$ cat src/rtl/uart_transmitter.sv
// uart_transmitter: UART transmitter, LSB first, fed by a small byte FIFO.
// Queued bytes go out back-to-back as 8N1 frames. Defining UART_TX_PARITY_EN
// inserts an even-parity bit after the data bits, which gives an 11-bit frame.
// Ports:
//   clk        : system clock, all logic on posedge
//   reset      : asynchronous active-high reset
//   TxData     : byte to queue, taken when tx_valid && tx_ready
//   tx_valid   : producer offers TxData
//   tx_ready   : FIFO not full (registered)
//   TxD        : serial line, idles high (registered)
//   busy       : frame in progress or FIFO non-empty (registered)
//   fifo_count : bytes queued, excluding the frame on the wire (registered)
module uart_transmitter #(
  parameter int unsigned clk_freq   = 100_000_000,
  parameter int unsigned baud_rate  = 9_600,
  parameter int unsigned fifo_depth = 4,
  parameter int unsigned div_bit    = clk_freq / baud_rate
) (
  input  logic                        clk,
  input  logic                        reset,
  input  logic [7:0]                  TxData,
  input  logic                        tx_valid,
  output logic                        tx_ready,
  output logic                        TxD,
  output logic                        busy,
  output logic [$clog2(fifo_depth):0] fifo_count
);

  localparam int unsigned PTR_W  = (fifo_depth > 1) ? $clog2(fifo_depth) : 1;
  localparam int unsigned CNT_W  = $clog2(fifo_depth) + 1;
  localparam int unsigned BAUD_W = (div_bit > 1) ? $clog2(div_bit) : 1;

`ifdef UART_TX_PARITY_EN
  typedef enum logic [2:0] {IDLE, START, DATA, PARITY, STOP} state_t;
`else
  typedef enum logic [1:0] {IDLE, START, DATA, STOP} state_t;
`endif

  state_t              state, state_next;
  logic [7:0]          mem [fifo_depth];
  logic [PTR_W-1:0]    wr_ptr, rd_ptr;
  logic [CNT_W-1:0]    count_next;
  logic [BAUD_W-1:0]   baud_cnt;
  logic [2:0]          bit_cnt;
  logic [7:0]          shift;
  logic                push_c, pop_c, bit_end_c, txd_c;
`ifdef UART_TX_PARITY_EN
  logic                parity_bit;
`endif

  assign push_c    = tx_valid && tx_ready;
  assign bit_end_c = (baud_cnt == BAUD_W'(div_bit - 1));

  // Queue occupancy after this edge; push and pop together cancel out.
  always_comb begin
    count_next = fifo_count;
    if (push_c && !pop_c)
      count_next = fifo_count + 1'b1;
    else if (!push_c && pop_c)
      count_next = fifo_count - 1'b1;
  end

  // FIFO storage; not reset, only pointers and count carry state.
  always_ff @(posedge clk) begin
    if (push_c)
      mem[wr_ptr] <= TxData;
  end

  // FIFO pointers, occupancy and ready flag.
  always_ff @(posedge clk or posedge reset) begin
    if (reset) begin
      wr_ptr     <= '0;
      rd_ptr     <= '0;
      fifo_count <= '0;
      tx_ready   <= 1'b1;
    end else begin
      if (push_c)
        wr_ptr <= wr_ptr + 1'b1;
      if (pop_c)
        rd_ptr <= rd_ptr + 1'b1;
      fifo_count <= count_next;
      tx_ready   <= (count_next != CNT_W'(fifo_depth));
    end
  end

  // FSM state register.
  always_ff @(posedge clk or posedge reset) begin
    if (reset)
      state <= IDLE;
    else
      state <= state_next;
  end

  // FSM next state; a pop happens on leaving IDLE or at the end of STOP.
  always_comb begin
    state_next = state;
    pop_c      = 1'b0;
    case (state)
      IDLE: begin
        if (fifo_count != '0) begin
          pop_c      = 1'b1;
          state_next = START;
        end
      end
      START: begin
        if (bit_end_c)
          state_next = DATA;
      end
      DATA: begin
        if (bit_end_c && (bit_cnt == 3'd7)) begin
`ifdef UART_TX_PARITY_EN
          state_next = PARITY;
`else
          state_next = STOP;
`endif
        end
      end
`ifdef UART_TX_PARITY_EN
      PARITY: begin
        if (bit_end_c)
          state_next = STOP;
      end
`endif
      STOP: begin
        if (bit_end_c) begin
          if (fifo_count != '0) begin
            pop_c      = 1'b1;
            state_next = START;
          end else begin
            state_next = IDLE;
          end
        end
      end
      default: state_next = IDLE;
    endcase
  end

  // FSM output: line level for the current state, registered below.
  always_comb begin
    txd_c = 1'b1;
    case (state)
      START:  txd_c = 1'b0;
      DATA:   txd_c = shift[0];
`ifdef UART_TX_PARITY_EN
      PARITY: txd_c = parity_bit;
`endif
      default: txd_c = 1'b1;
    endcase
  end

  // Baud/bit counters and shift register.
  always_ff @(posedge clk or posedge reset) begin
    if (reset) begin
      baud_cnt   <= '0;
      bit_cnt    <= '0;
      shift      <= '0;
`ifdef UART_TX_PARITY_EN
      parity_bit <= 1'b0;
`endif
    end else if (pop_c) begin
      shift      <= mem[rd_ptr];
      baud_cnt   <= '0;
      bit_cnt    <= '0;
`ifdef UART_TX_PARITY_EN
      parity_bit <= ^mem[rd_ptr];
`endif
    end else if (state != IDLE) begin
      baud_cnt <= bit_end_c ? '0 : baud_cnt + 1'b1;
      if (state == START)
        bit_cnt <= '0;
      // Shift lands on the edge ending a data bit, so TxD changes on the next.
      if ((state == DATA) && bit_end_c) begin
        shift   <= {1'b0, shift[7:1]};
        bit_cnt <= bit_cnt + 3'd1;
      end
    end
  end

  // Registered outputs.
  always_ff @(posedge clk or posedge reset) begin
    if (reset) begin
      TxD  <= 1'b1;
      busy <= 1'b0;
    end else begin
      TxD  <= txd_c;
      busy <= (state_next != IDLE) || (count_next != '0);
    end
  end

endmodule

$ cat config.mk
export PLATFORM = sky130hd
export DESIGN_NAME = uart_transmitter
export DESIGN_NICKNAME = d
export VERILOG_FILES = /design/src/rtl/uart_transmitter.sv
export SDC_FILE = /design/constraint.sdc
export NUM_CORES = 1
export LEC_CHECK = 0
export BUFFER_PORTS_ARGS = -buffer_cell sky130_fd_sc_hd__buf_2
export CORE_UTILIZATION = 55
export DETAILED_ROUTE_END_ITERATION = 8
export GPL_TIMING_DRIVEN = 0
export PLACE_DENSITY = 0.83
export SYNTH_ARGS = -nofsm -noshare
export SYNTH_HDL_FRONTEND = slang
export SYNTH_SLANG_ARGS = --single-unit
$ cat constraint.sdc
create_clock -name clk -period 2.65 [get_ports clk]
set_clock_uncertainty 0.1 [all_clocks]
set_input_delay 0.53 -clock clk [delete_from_list [all_inputs] [get_ports clk]]
set_output_delay 0.53 -clock clk [all_outputs]
set_load 0.05 [all_outputs]
==> results of run 1 <==
power by group:
group / leakage [nW] / total [mW] / internal, mW / switching (mW)
combinational: 0.732 / 1.53 / 0.593 / 0.936
sequential: 0.763 / 1.55 / 1.40 / 0.144
clock: 0.102 / 0.853 / 0.374 / 0.479
registers in the layout, indices dropped and copies added, names as in the netlist:
name        cells
tx_ready        1
wr_ptr          2
busy            1
shift           8
baud_cnt       14
rd_ptr          2
fifo_count      3
TxD             1
bit_cnt         3
state           2
mem            32
what timing repair did:
| action | 4_1_cts | 5_1_grt |
|---|---|---|
| gates resized for setup | 2 | 6 |
| setup buffers | 2 | 0 |
| pin swaps | 2 | 1 |
| endpoints found under the setup margin | 3 | 13 |
| endpoints found under the hold margin | 0 | 0 |
kinds of logic after synthesis:
family | count (synthesis) | synth area share [%]
AND/OR/NAND/NOR | 86 | 14.5
flip-flops | 69 | 57.5
buffers and inverters | 23 | 2.63
AO/OA/AOI/OAI | 32 | 6.13
XOR/XNOR | 18 | 5.02
adder cells (fa/ha/maj) | 15 | 5.71
multiplexers | 18 | 8.60
through the flow:
stage	worst slack [ns]	TNS, ns	instances
floorplan	0.0480	0	261
global placement	-0.0418	-0.0418	349
detailed placement	-0.0705	-0.0705	351
CTS	-0.00335	-0.00335	369
global route	-0.0571	-0.0571	369
finish	0.0457	0	369
synth_stat cells, types with 4 or more instances:
library cell / n
dfrtp_1: 35
nand3_1: 7
edfxtp_1: 32
xnor2_1: 10
o21ai_0: 11
ha_1: 15
xor2_1: 7
a21oi_1: 6
mux4_2: 8
and2_1: 4
nand2_1: 19
and3_1: 8
nor2_1: 21
clkbuf_1: 8
nand4_1: 5
inv_1: 13
mux2i_1: 8
nor3_1: 6
metal layers:
layer  vias to the layer above  track usage [%]  part of all wire [%]
li1                       1009                -                     -
met1                      1047             28.7                    44
met2                        53             37.9                    51
met3                         8             6.44                   4.0
met4                         0             6.91                   1.3
met5                         -                0                     0
final cells by class:
class | instances | area share [%]
sequential | 69 | 50.6
clock inverter | 7 | 1.91
multi-input combinational | 169 | 35.6
timing repair buffer | 20 | 3.48
tap | 72 | 2.41
clock buffer | 9 | 3.31
buffer | 10 | 1.40
inverter | 13 | 1.30
worst register-to-register path: cells and delay by family (launching register included):
kind                      cells  cell delay (ns)
and+or+nand+nor               5             1.81
DFF                           1             0.43
xor gates and xnor gates      1             0.14
worst max-delay path by stage:
stage,slack [ns],depth (start not counted),startpoint,endpoint
final,0.05,6,baud_cnt[12],busy
after global routing,-0.06,6,baud_cnt[10],busy
after CTS,-0.003,6,baud_cnt[12],busy
after detailed placement,-0.07,6,baud_cnt[4],busy
after global placement,-0.04,6,baud_cnt[4],busy
after floorplan,0.05,10,fifo_count[0],busy
==> summary.txt, run 1 <==
Final layout
  • Final Core Density: between 60% and 70%
  • Layout Cell Area excl Fill: ~3700 µm²
  • Layout cells sized above 1: ~22%
  • N_diodes: 0
  • Storage element area: ~1900 µm²
  • Commonest non-fill, non-tap cell in the layout: dfrtp_1
  • Layout Nets: 318
  • FILL cells: around 400
  • Area growth syn-to-layout: 13.8%
  • Area of the multi-input gates: 1330 µm²
  • Most frequent cells in the layout: 33 x dfrtp_1, 32 x edfxtp_1, 21 x nor2_1

Clocking
  • Post-CTS Hold Buffers: 0
  • CTS tree: done
  • Clock Sinks: 69
  • Root buffer cell: clkbuf_8
  • CTS buffer count: 9
  • Worst-Skew Late Latency: 0.36 ns
  • CTS H-tree depth: 3
  • Clock Path Buffers: 2
  • Clock transition at the registers of the reported paths: ~0.09 ns

GRT
  • Initial antenna violation count: 0
  • Total gr overflow: 0
  • First-pass GRT wire length: roughly 10 mm
  • Largest net degree at the start of global routing: 25
  • Global-route usage over all layers: between 20% and 30%
  • Vias in the first global route: about 2200

Routing
  • Post-route ant nets: 0
  • Routed WL per cell: around 17 µm
  • DRT Pass-1 Iters: 5
  • Initial drt markers: roughly 140
  • Vias/cell: ~5.7
  • Drt drc: 0
  • Via Count: 2117
  • Routed Wire Length: 6.27 mm

Yosys
  • Top cells by area, synth: edfxtp_1 29%, dfrtp_1 27%, ha_1 5.7%
  • Synth Cell Area: ~3300 µm²
  • Top_reg_cell synth: dfrtp_1
  • Number of synthesized flops with an enable pin: 32
  • Syn nets: between 200 and 300
  • Unique masters post-synth: 43
  • Async S/R FF share, synth: a little over half
  • Register area share after synthesis: a little under three fifths
  • Syn_area_per_cell: 12.6 µm²
  • Synthesis warning total: 0
  • Seq cells post-synth: 69
  • Syn Inst Count: between 200 and 300
  • Synth top area share: between 20 and 30%
  • Area leader, netlist: edfxtp_1

Power
  • Power, Total: slightly below 4 mW
  • P_leak: approximately 1.6 nW
  • Power per cell area: 1050 nW/µm²
  • Peak VDD IR: between 0.0009 and 0.001 V

Critical path
  • Worst r2r src: baud_cnt[12]
  • CP max FO: 6
  • Crit path largest cell delay: around 0.59 ns
  • Crit path capture type: flip-flop
  • CP bufs+invs: 0
  • Slowest CP cell: or4b_4
  • Data required, critical path: roughly 2.8 ns
  • Critical path's top delay family: simple AND/OR/NAND/NOR gates
  • Reg2reg setup slack: 0.05 ns
  • Startpoint Class: flip-flop
  • Worst R2R End: busy
  • CP Class: flip-flop to flip-flop
  • Worst Reg-to-Reg Cells: 6
  • WP data arrival: around 2.7 ns
  • CP Cell Sequence: or4b_4 > nor4_4 > nand4_1 > and4_4 > xnor2_2 > or4_1

Die
  • Die area: roughly 6300 µm²
  • Starting Density: about three fifths
  • Core ar.: approximately 5600 µm²
  • IO Pins: 17
  • Row count: 27
  • Die height: approximately 80 µm
  • Die Wd: approximately 79 µm

Timing
  • Ratio of final minimum period to clock period: between 90% and 100%
  • Final setup vio count: 0
  • Minimum clock period: about 2.6 ns
  • Worst-margin pin slew: about 0.8 ns
  • Slew HR: a little under half
  • RSZ-0062 raised after global routing: true
  • Highest clock rate: roughly 380 MHz
  • Hold WS: 0.0858 ns
  • Final slew viol count: 0
  • Fin. Hold Viols: 0

Place
  • DP HPWL: 4.33 mm
  • Dpl cell area: 3510 µm²
  • Placer Congestion: about 0.78
  • Port Buf Inserts: 16

Run status
  • Status: finished, final reports clean

Worst hold path
  • Hold Path Class: primary input to async pin

Run
  • Max cap viols: 0
No activity file was read; power rests on OpenSTA's default activity.
==> run 2: changes to the inputs <==
--- a/config.mk
+++ b/config.mk
@@ -7,6 +7,7 @@
 export LEC_CHECK = 0
 export BUFFER_PORTS_ARGS = -buffer_cell sky130_fd_sc_hd__buf_2
 export CORE_UTILIZATION = 55
+export CTS_BUF_LIST = sky130_fd_sc_hd__clkbuf_16
 export DETAILED_ROUTE_END_ITERATION = 8
 export GPL_TIMING_DRIVEN = 0
 export PLACE_DENSITY = 0.83
==> run 2 against run 1 <==
Effect of this change: count of clock-buffer cells in the layout unchanged; combinational power about the same; final cell count decreased by 0.27%; die area unchanged; via count increased by 1.3%; first-iteration DRC count increased by 19%; clock power increased by 40%; wire length increased by 4.6%; maximum frequency increased by 0.16%; non-clock buffer count decreased by 1; register-to-register slack about the same; sequential share of layout area decreased by 1.2 points; largest cell class unchanged; largest power group unchanged.
==> summary.txt, run 2 (synthesis results as in run 1) <==
Critical path
  • CP Cell Sequence: or4b_4 > nor4_4 > nand4_1 > and4_4 > xnor2_2 > or4_1
  • Crit path capture type: flip-flop
  • Data required, critical path: 2.75 ns (-0.03 ns)
  • WP data arrival: 2.70 ns (-0.04 ns)
  • CP bufs+invs: 0 (unchanged)
  • Worst Reg-to-Reg Cells: 6 (unchanged)
  • Worst r2r src: baud_cnt[10]
  • Crit path largest cell delay: 0.57 ns (-0.02 ns)
  • Critical path's top delay family: simple AND/OR/NAND/NOR gates
  • CP max FO: 5 (-1)
  • CP Class: flip-flop to flip-flop
  • Startpoint Class: flip-flop
  • Slowest CP cell: or4b_4
  • Worst R2R End: busy
  • Reg2reg setup slack: 0.05 ns (about the same)

Place
  • Port Buf Inserts: 16 (unchanged)
  • Dpl cell area: 3510 µm² (unchanged)
  • Setup WS pre-CTS: -0.0705 ns (unchanged)
  • Placed cell count: 351 (unchanged)
  • Placer Congestion: 0.782 (unchanged)
  • DP HPWL: 4.33 mm (unchanged)

GRT
  • First-pass GRT wire length: 10.9 mm (+3.5%)
  • Largest net degree at the start of global routing: 25 (unchanged)
  • Total gr overflow: 0 (unchanged)
  • Vias in the first global route: 2173 (-0.96%)
  • Initial antenna violation count: 0 (unchanged)
  • GR Util met2: 39.3% (+1.4 points)
  • Met3 usage: 7.13% (+0.69 points)
  • Met1 usage: 30.7% (+2.0 points)
  • Global-route usage over all layers: 23.9% (+1.2 points)
  • Most Crowded Layer GR: met2

Die
  • IO Pins: 17 (unchanged)
  • Die area: 6290 µm² (unchanged)
  • Die height: 79.3 µm (unchanged)
  • Die Wd: 79.3 µm (unchanged)
  • Starting Density: 58.3% (unchanged)
  • Row count: 27 (unchanged)
  • Core ar.: 5640 µm² (unchanged)

Final layout
  • Most frequent cells in the layout: 33 x dfrtp_1, 32 x edfxtp_1, 21 x nor2_1
  • Area growth syn-to-layout: 16.7%
  • Largest registers: mem (32), baud_cnt (14), shift (8)
  • Layout Cell Area excl Fill: 3840 µm² (+2.5%)
  • N_diodes: 0 (unchanged)
  • Max reg flops: 32 (unchanged)
  • FILL cells: 378 (-4.8%)
  • Layout Nets: 317 (-0.31%)
  • Layout cells sized above 1: 21.3% (-0.27 points)
  • Commonest non-fill, non-tap cell in the layout: dfrtp_1
  • Post-route insts no fill: 368 (-0.27%)
  • Largest Register: mem

Power
  • Power per cell area: 1120 nW/µm² (+6.6%)
  • Clk network pwr share: 27.7% (+6.0 points)
  • Sw Pwr: 1.62 mW (+4.1%)
  • P_leak: 1.64 nW (+2.5%)
  • Sw Ratio: 37.8% (-1.9 points)
  • Comb pwr share: 36.1% (-2.8 points)
  • Peak VDD IR: 0.00101 V (+7.7%)
  • Sequential share of power: 36.2% (-3.2 points)
  • Internal power: 2.67 mW (+13%)
  • Power, Total: 4.29 mW (+9.2%)

Clocking
  • CTS tree: done
  • Root buffer cell: clkbuf_16
  • Clock transition at the registers of the reported paths: 0.07 ns (-0.02 ns)
  • CTS H-tree depth: 3 (unchanged)
  • Worst-Skew Late Latency: 0.33 ns (-0.03 ns)
  • Clock Sinks: 69 (unchanged)
  • Clock Path Buffers: 2 (unchanged)
  • CTS buffer count: 9 (unchanged)

Timing
  • Final setup vio count: 0 (unchanged)
  • RSZ-0062 raised after global routing: true
  • Minimum clock period: 2.60 ns (-0.00415 ns)
  • Ratio of final minimum period to clock period: 98.1% (-0.16 points)
  • Worst-margin pin slew: 0.790 ns (-0.00853 ns)
  • Final slew viol count: 0 (unchanged)
  • Worst setup margin: 0.0499 ns (+0.00415 ns)
  • Hold WS: 0.118 ns (+0.0325 ns)
  • Highest clock rate: 385 MHz (+0.16%)
  • Slew HR: 47.4% (+0.57 points)
  • Fin. Hold Viols: 0 (unchanged)

Routing
  • Routed WL per cell: 17.8 µm (+4.9%)
  • Initial drt markers: 164 (+19%)
  • Drt drc: 0 (unchanged)
  • Post-route ant nets: 0 (unchanged)
  • Vias/cell: 5.83 (+1.6%)
  • Via Count: 2144 (+1.3%)
  • DRT Pass-1 Iters: 4 (-1)
  • Routed Wire Length: 6.55 mm (+4.6%)

Run
  • Max cap viols: 0 (unchanged)

Worst hold path
  • Hold Path Class: primary input to async pin

Run status
  • Status: finished, final reports clean
## run 2: cell types whose count changed in the layout (fill, tap and decap cells not counted), sizes merged
cell	before	now
buf	22	21
## run 2: worst reg2reg max path, stage by stage, from the launching register on
cell and delay [ns]:
dfrtp_1 0.43, or4b_4 0.57, nor4_4 0.38, nand4_1 0.14, and4_4 0.20, xnor2_2 0.14
or4_1 0.51
## run 2: cell type report
cell class / instances / area [µm²] / share of cell area, %
well taps: 72 / 90.1 / 2.35
clock inverters: 7 / 71.3 / 1.86
repair buffers: 19 / 123 / 3.20
inverters: 13 / 48.8 / 1.27
multi-input cells: 169 / 1330 / 34.8
flip-flops and latches: 69 / 1890 / 49.3
clock buffers: 9 / 225 / 5.87
plain buffers: 10 / 52.6 / 1.37
## run 2: worst max path at each step
stage,startpoint,end,slack [ns],cells after the start
global placement,baud_cnt[4],busy,-0.04,6
detailed placement,baud_cnt[4],busy,-0.07,6
CTS,baud_cnt[10],busy,0.01,6
finish,baud_cnt[10],busy,0.05,6
floorplan,fifo_count[0],busy,0.05,10
global route,baud_cnt[10],busy,-0.03,6
## run 2: repair_timing
| item | CTS | global route |
|---|---|---|
| buffers inserted | 1 | 0 |
| pin swaps | 2 | 1 |
| endpoints found under the setup margin | 6 | 14 |
| gates resized for setup | 3 | 5 |
| hold buffers | 0 | 0 |
## run 2: power groups by stage
stage / registers [mW] / logic [mW] / clock network (mW)
2_1_floorplan: 1.66 / 1.03 / 0
3_3_place_gp: 1.55 / 1.43 / 0
3_5_place_dp: 1.57 / 1.50 / 0
4_1_cts: 1.55 / 1.53 / 1.20
5_1_grt: 1.58 / 1.71 / 1.24
6_report: 1.56 / 1.55 / 1.19
## run 2: per-stage QoR
step	TNS (ns)	utilization [%]
floorplan	0	-
global placement	-0.0418	61.6
detailed placement	-0.0705	62.2
CTS	0	67.8
global route	-0.0347	68.0
finish	0	68.0
## run 2: routing by layer
| layer | share of wire (%) | wire (µm) |
|---|---|---|
| met4 | 1.1 | 70 |
| met2 | 52 | 3390 |
| met5 | 0 | 0 |
| met3 | 4.4 | 290 |
| met1 | 43 | 2800 |
==> run 3: changes to the inputs <==
--- a/config.mk
+++ b/config.mk
@@ -5,6 +5,7 @@
 export SDC_FILE = /design/constraint.sdc
 export NUM_CORES = 1
 export LEC_CHECK = 0
+export ABC_AREA = 1
 export BUFFER_PORTS_ARGS = -buffer_cell sky130_fd_sc_hd__buf_2
 export CORE_UTILIZATION = 55
 export CTS_BUF_LIST = sky130_fd_sc_hd__clkbuf_16
==> run 3 against run 2 <==
Effect of this change: critical path depth grew 4; synthesized cell count increased by 39%; synthesized area up 5.1%; cell area grew 2.6%; total power decreased by 27%; count of clock-buffer cells in the layout did not move; global-route usage is 0.19 points lower; utilization shrank 2.3 points; hold slack gained 0.12 ns; die area rose by 4.9%; via count up 20%; clock power up 3%.
==> summary.txt, run 3 <==
Power
  • P_leak: 1.75 nW (+6.6%)
  • Peak VDD IR: 0.000668 V (-34%)
  • Power per cell area: 799 nW/µm² (-29%)

Yosys
  • Syn Inst Count: 363 (+39%)
  • Seq cells post-synth: 69 (unchanged)
  • Async S/R FF share, synth: 53.6% (unchanged)
  • Synth top area share: 27.8% (-1.4 points)
  • Register area share after synthesis: 54.7% (-2.8 points)
  • Syn nets: 389 (+36%)
  • Most common cell in the netlist: nand2_1
  • Synth Cell Area: 3450 µm² (+5.1%)
  • Synthesis warning total: 0 (unchanged)
  • Synth cell count leaders: 71 x nand2_1, 44 x inv_1, 35 x dfrtp_1, 32 x edfxtp_1, 31 x nand3_1
  • Unique masters post-synth: 35 (-19%)
  • Syn_area_per_cell: 9.52 µm² (-24%)
  • Area leader, netlist: edfxtp_1
  • Top_reg_cell synth: dfrtp_1
  • Number of synthesized flops with an enable pin: 32 (unchanged)
  • Top cells by area, synth: edfxtp_1 28%, dfrtp_1 25%, nand2_1 7.7%

Clocking
  • CTS tree: done
  • Clock Sinks: 69 (unchanged)
  • Clock transition at the registers of the reported paths: 0.06 ns (about the same)
  • Post-CTS Hold Buffers: 0 (unchanged)
  • CTS H-tree depth: 3 (unchanged)
  • CTS buffer count: 9 (unchanged)
  • # Post-CTS Setup Buffers: 0 (-1)
  • Post-CTS resize count: 0 (-3)
  • Clock Path Buffers: 2 (unchanged)
  • Worst-Skew Late Latency: 0.34 ns (about the same)
  • Root buffer cell: clkbuf_16

Final layout
  • Commonest non-fill, non-tap cell in the layout: nand2_1
  • Layout cells sized above 1: 17.5% (-3.8 points)
  • Area growth syn-to-layout: 13.9%
  • N_diodes: 0 (unchanged)
  • Post-route insts no fill: 470 (+28%)
  • Max reg flops: 32 (unchanged)
  • Layout Nets: 416 (+31%)
  • Largest registers: mem (32), baud_cnt (14), shift (8)
  • Largest Register: mem
  • Most frequent cells in the layout: 71 x nand2_1, 43 x inv_1, 35 x dfrtp_1

Die
  • Die area: 6600 µm² (+4.9%)
  • Core ar.: 5990 µm² (+6.2%)
  • IO Pins: 17 (unchanged)
  • Die Wd: 81.3 µm (+2.4%)
  • Starting Density: 57.7% (-0.62 points)
  • Row count: 28 (+3.7%)
  • Die height: 81.3 µm (+2.4%)

Routing
  • Routed WL per cell: 14.5 µm (-19%)
  • DRT Pass-1 Iters: 4 (unchanged)
  • Via Count: 2583 (+20%)
  • Initial drt markers: 183 (+12%)
  • Vias/cell: 5.50 (-5.7%)
  • Drt drc: 0 (unchanged)
  • Post-route ant nets: 0 (unchanged)
  • Routed Wire Length: 6.81 mm (+4.0%)

Critical path
  • Reg2reg setup slack: 0.57 ns (+0.52 ns)
  • CP max FO: 8 (+3)
  • Worst Reg-to-Reg Cells: 10 (+4)
  • WP data arrival: 2.21 ns (-0.49 ns)
  • Crit path capture type: flip-flop
  • CP Class: flip-flop to flip-flop
  • Data required, critical path: 2.77 ns (+0.02 ns)
  • Startpoint Class: flip-flop

Run
  • Max cap viols: 0 (unchanged)

GRT
  • Global-route usage over all layers: 23.7% (-0.19 points)
  • Initial antenna violation count: 0 (unchanged)
  • First-pass GRT wire length: 11.5 mm (+6.3%)
  • Largest net degree at the start of global routing: 38 (+52%)
  • Vias in the first global route: 2633 (+21%)
  • Total gr overflow: 0 (unchanged)

Place
  • Placer Congestion: 0.790 (+0.93%)
  • Port Buf Inserts: 16 (unchanged)
  • Placed cell count: 454 (+29%)
  • DP HPWL: 4.49 mm (+3.6%)

Timing
  • Final slew viol count: 0 (unchanged)
  • Slew HR: 46.2% (-1.1 points)
  • Minimum clock period: 2.08 ns (-0.517 ns)
  • Ratio of final minimum period to clock period: 78.6% (-20 points)
  • Post-Route Setup TNS: 0 ns (unchanged)
  • Final setup vio count: 0 (unchanged)
  • Worst-margin pin slew: 0.803 ns (+0.0137 ns)
  • Fin. Hold Viols: 0 (unchanged)
  • RSZ-0062 raised after global routing: false
  • Highest clock rate: 480 MHz (+25%)

Worst hold path
  • Hold Path Class: primary input to async pin

Run status
  • Status: finished, final reports clean
-- run 3: per-layer routing --
| metal | GRT usage (%) | wire length (µm) | up-vias |
|---|---|---|---|
| met5 | 0 | 0 | - |
| met3 | 4.27 | 240 | 18 |
| met2 | 41.7 | 3440 | 73 |
| li1 | - | - | 1253 |
| met4 | 12.7 | 173 | 0 |
| met1 | 27.2 | 2960 | 1239 |
-- run 3: area by class of cell --
class	count	area, µm²
plain buffers	6	35.0
inverters	49	184
repair buffers	16	80.1
flip-flops and latches	69	1890
clock inverters	7	81.3
fillers	449	2060
clock buffers	9	225
well taps	75	93.8
multi-input cells	239	1350
-- run 3: final timing paths --
check                               start            to
worst max-delay path             state[1]  baud_cnt[12]
worst min-delay path                reset   baud_cnt[3]
worst max register to register   state[1]  baud_cnt[12]
worst min register to register  rd_ptr[1]     rd_ptr[1]
max in group asynchronous           reset     wr_ptr[1]
min in group clk                TxData[4]     mem[1][4]
-- run 3: kinds of logic (layout without fill, tap and decap cells) --
group                      after synthesis  in the layout  synth area share, %
adders and majority gates               15             15                 5.43
AOI/OAI and AO/OA                       49             49                 8.19
buffers and inverters                   55             87                 6.34
DFF                                     69             69                 54.7
xor gates and xnor gates                 6              6                 1.52
and+or+nand+nor                        169            169                 23.8
-- run 3: report_power, final --
| group | total (mW) | internal (mW) | switching (mW) | leakage [nW] |
|---|---|---|---|---|
| clock | 1.23 | 0.743 | 0.488 | 0.147 |
| combinational | 0.548 | 0.147 | 0.402 | 0.850 |
| sequential | 1.36 | 1.29 | 0.0723 | 0.749 |
| total | 3.14 | 2.18 | 0.962 | 1.75 |
-- run 3: critical path, stage by stage (launching register included) --
cell and delay (ns):
dfrtp_1 0.42, inv_1 0.10, ha_1 0.35, nor2_8 0.21
nor2_4 0.09, nor2_1 0.14, nand2_1 0.10, nor2_2 0.14
nand3_1 0.10, o21ai_0 0.17, a21oi_1 0.06
-- run 3: through the flow --
step	hold slack (ns)	instance area [µm²]	util, %	total power, mW	worst slack (ns)
2_1_floorplan	0.342	3450	-	1.78	0.472
3_3_place_gp	0.357	3630	60.6	1.89	0.623
3_5_place_dp	0.370	3630	60.6	1.92	0.564
4_1_cts	0.284	3940	65.7	3.16	0.554
5_1_grt	0.303	3940	65.7	3.27	0.299
6_report	0.241	3940	65.7	3.14	0.567
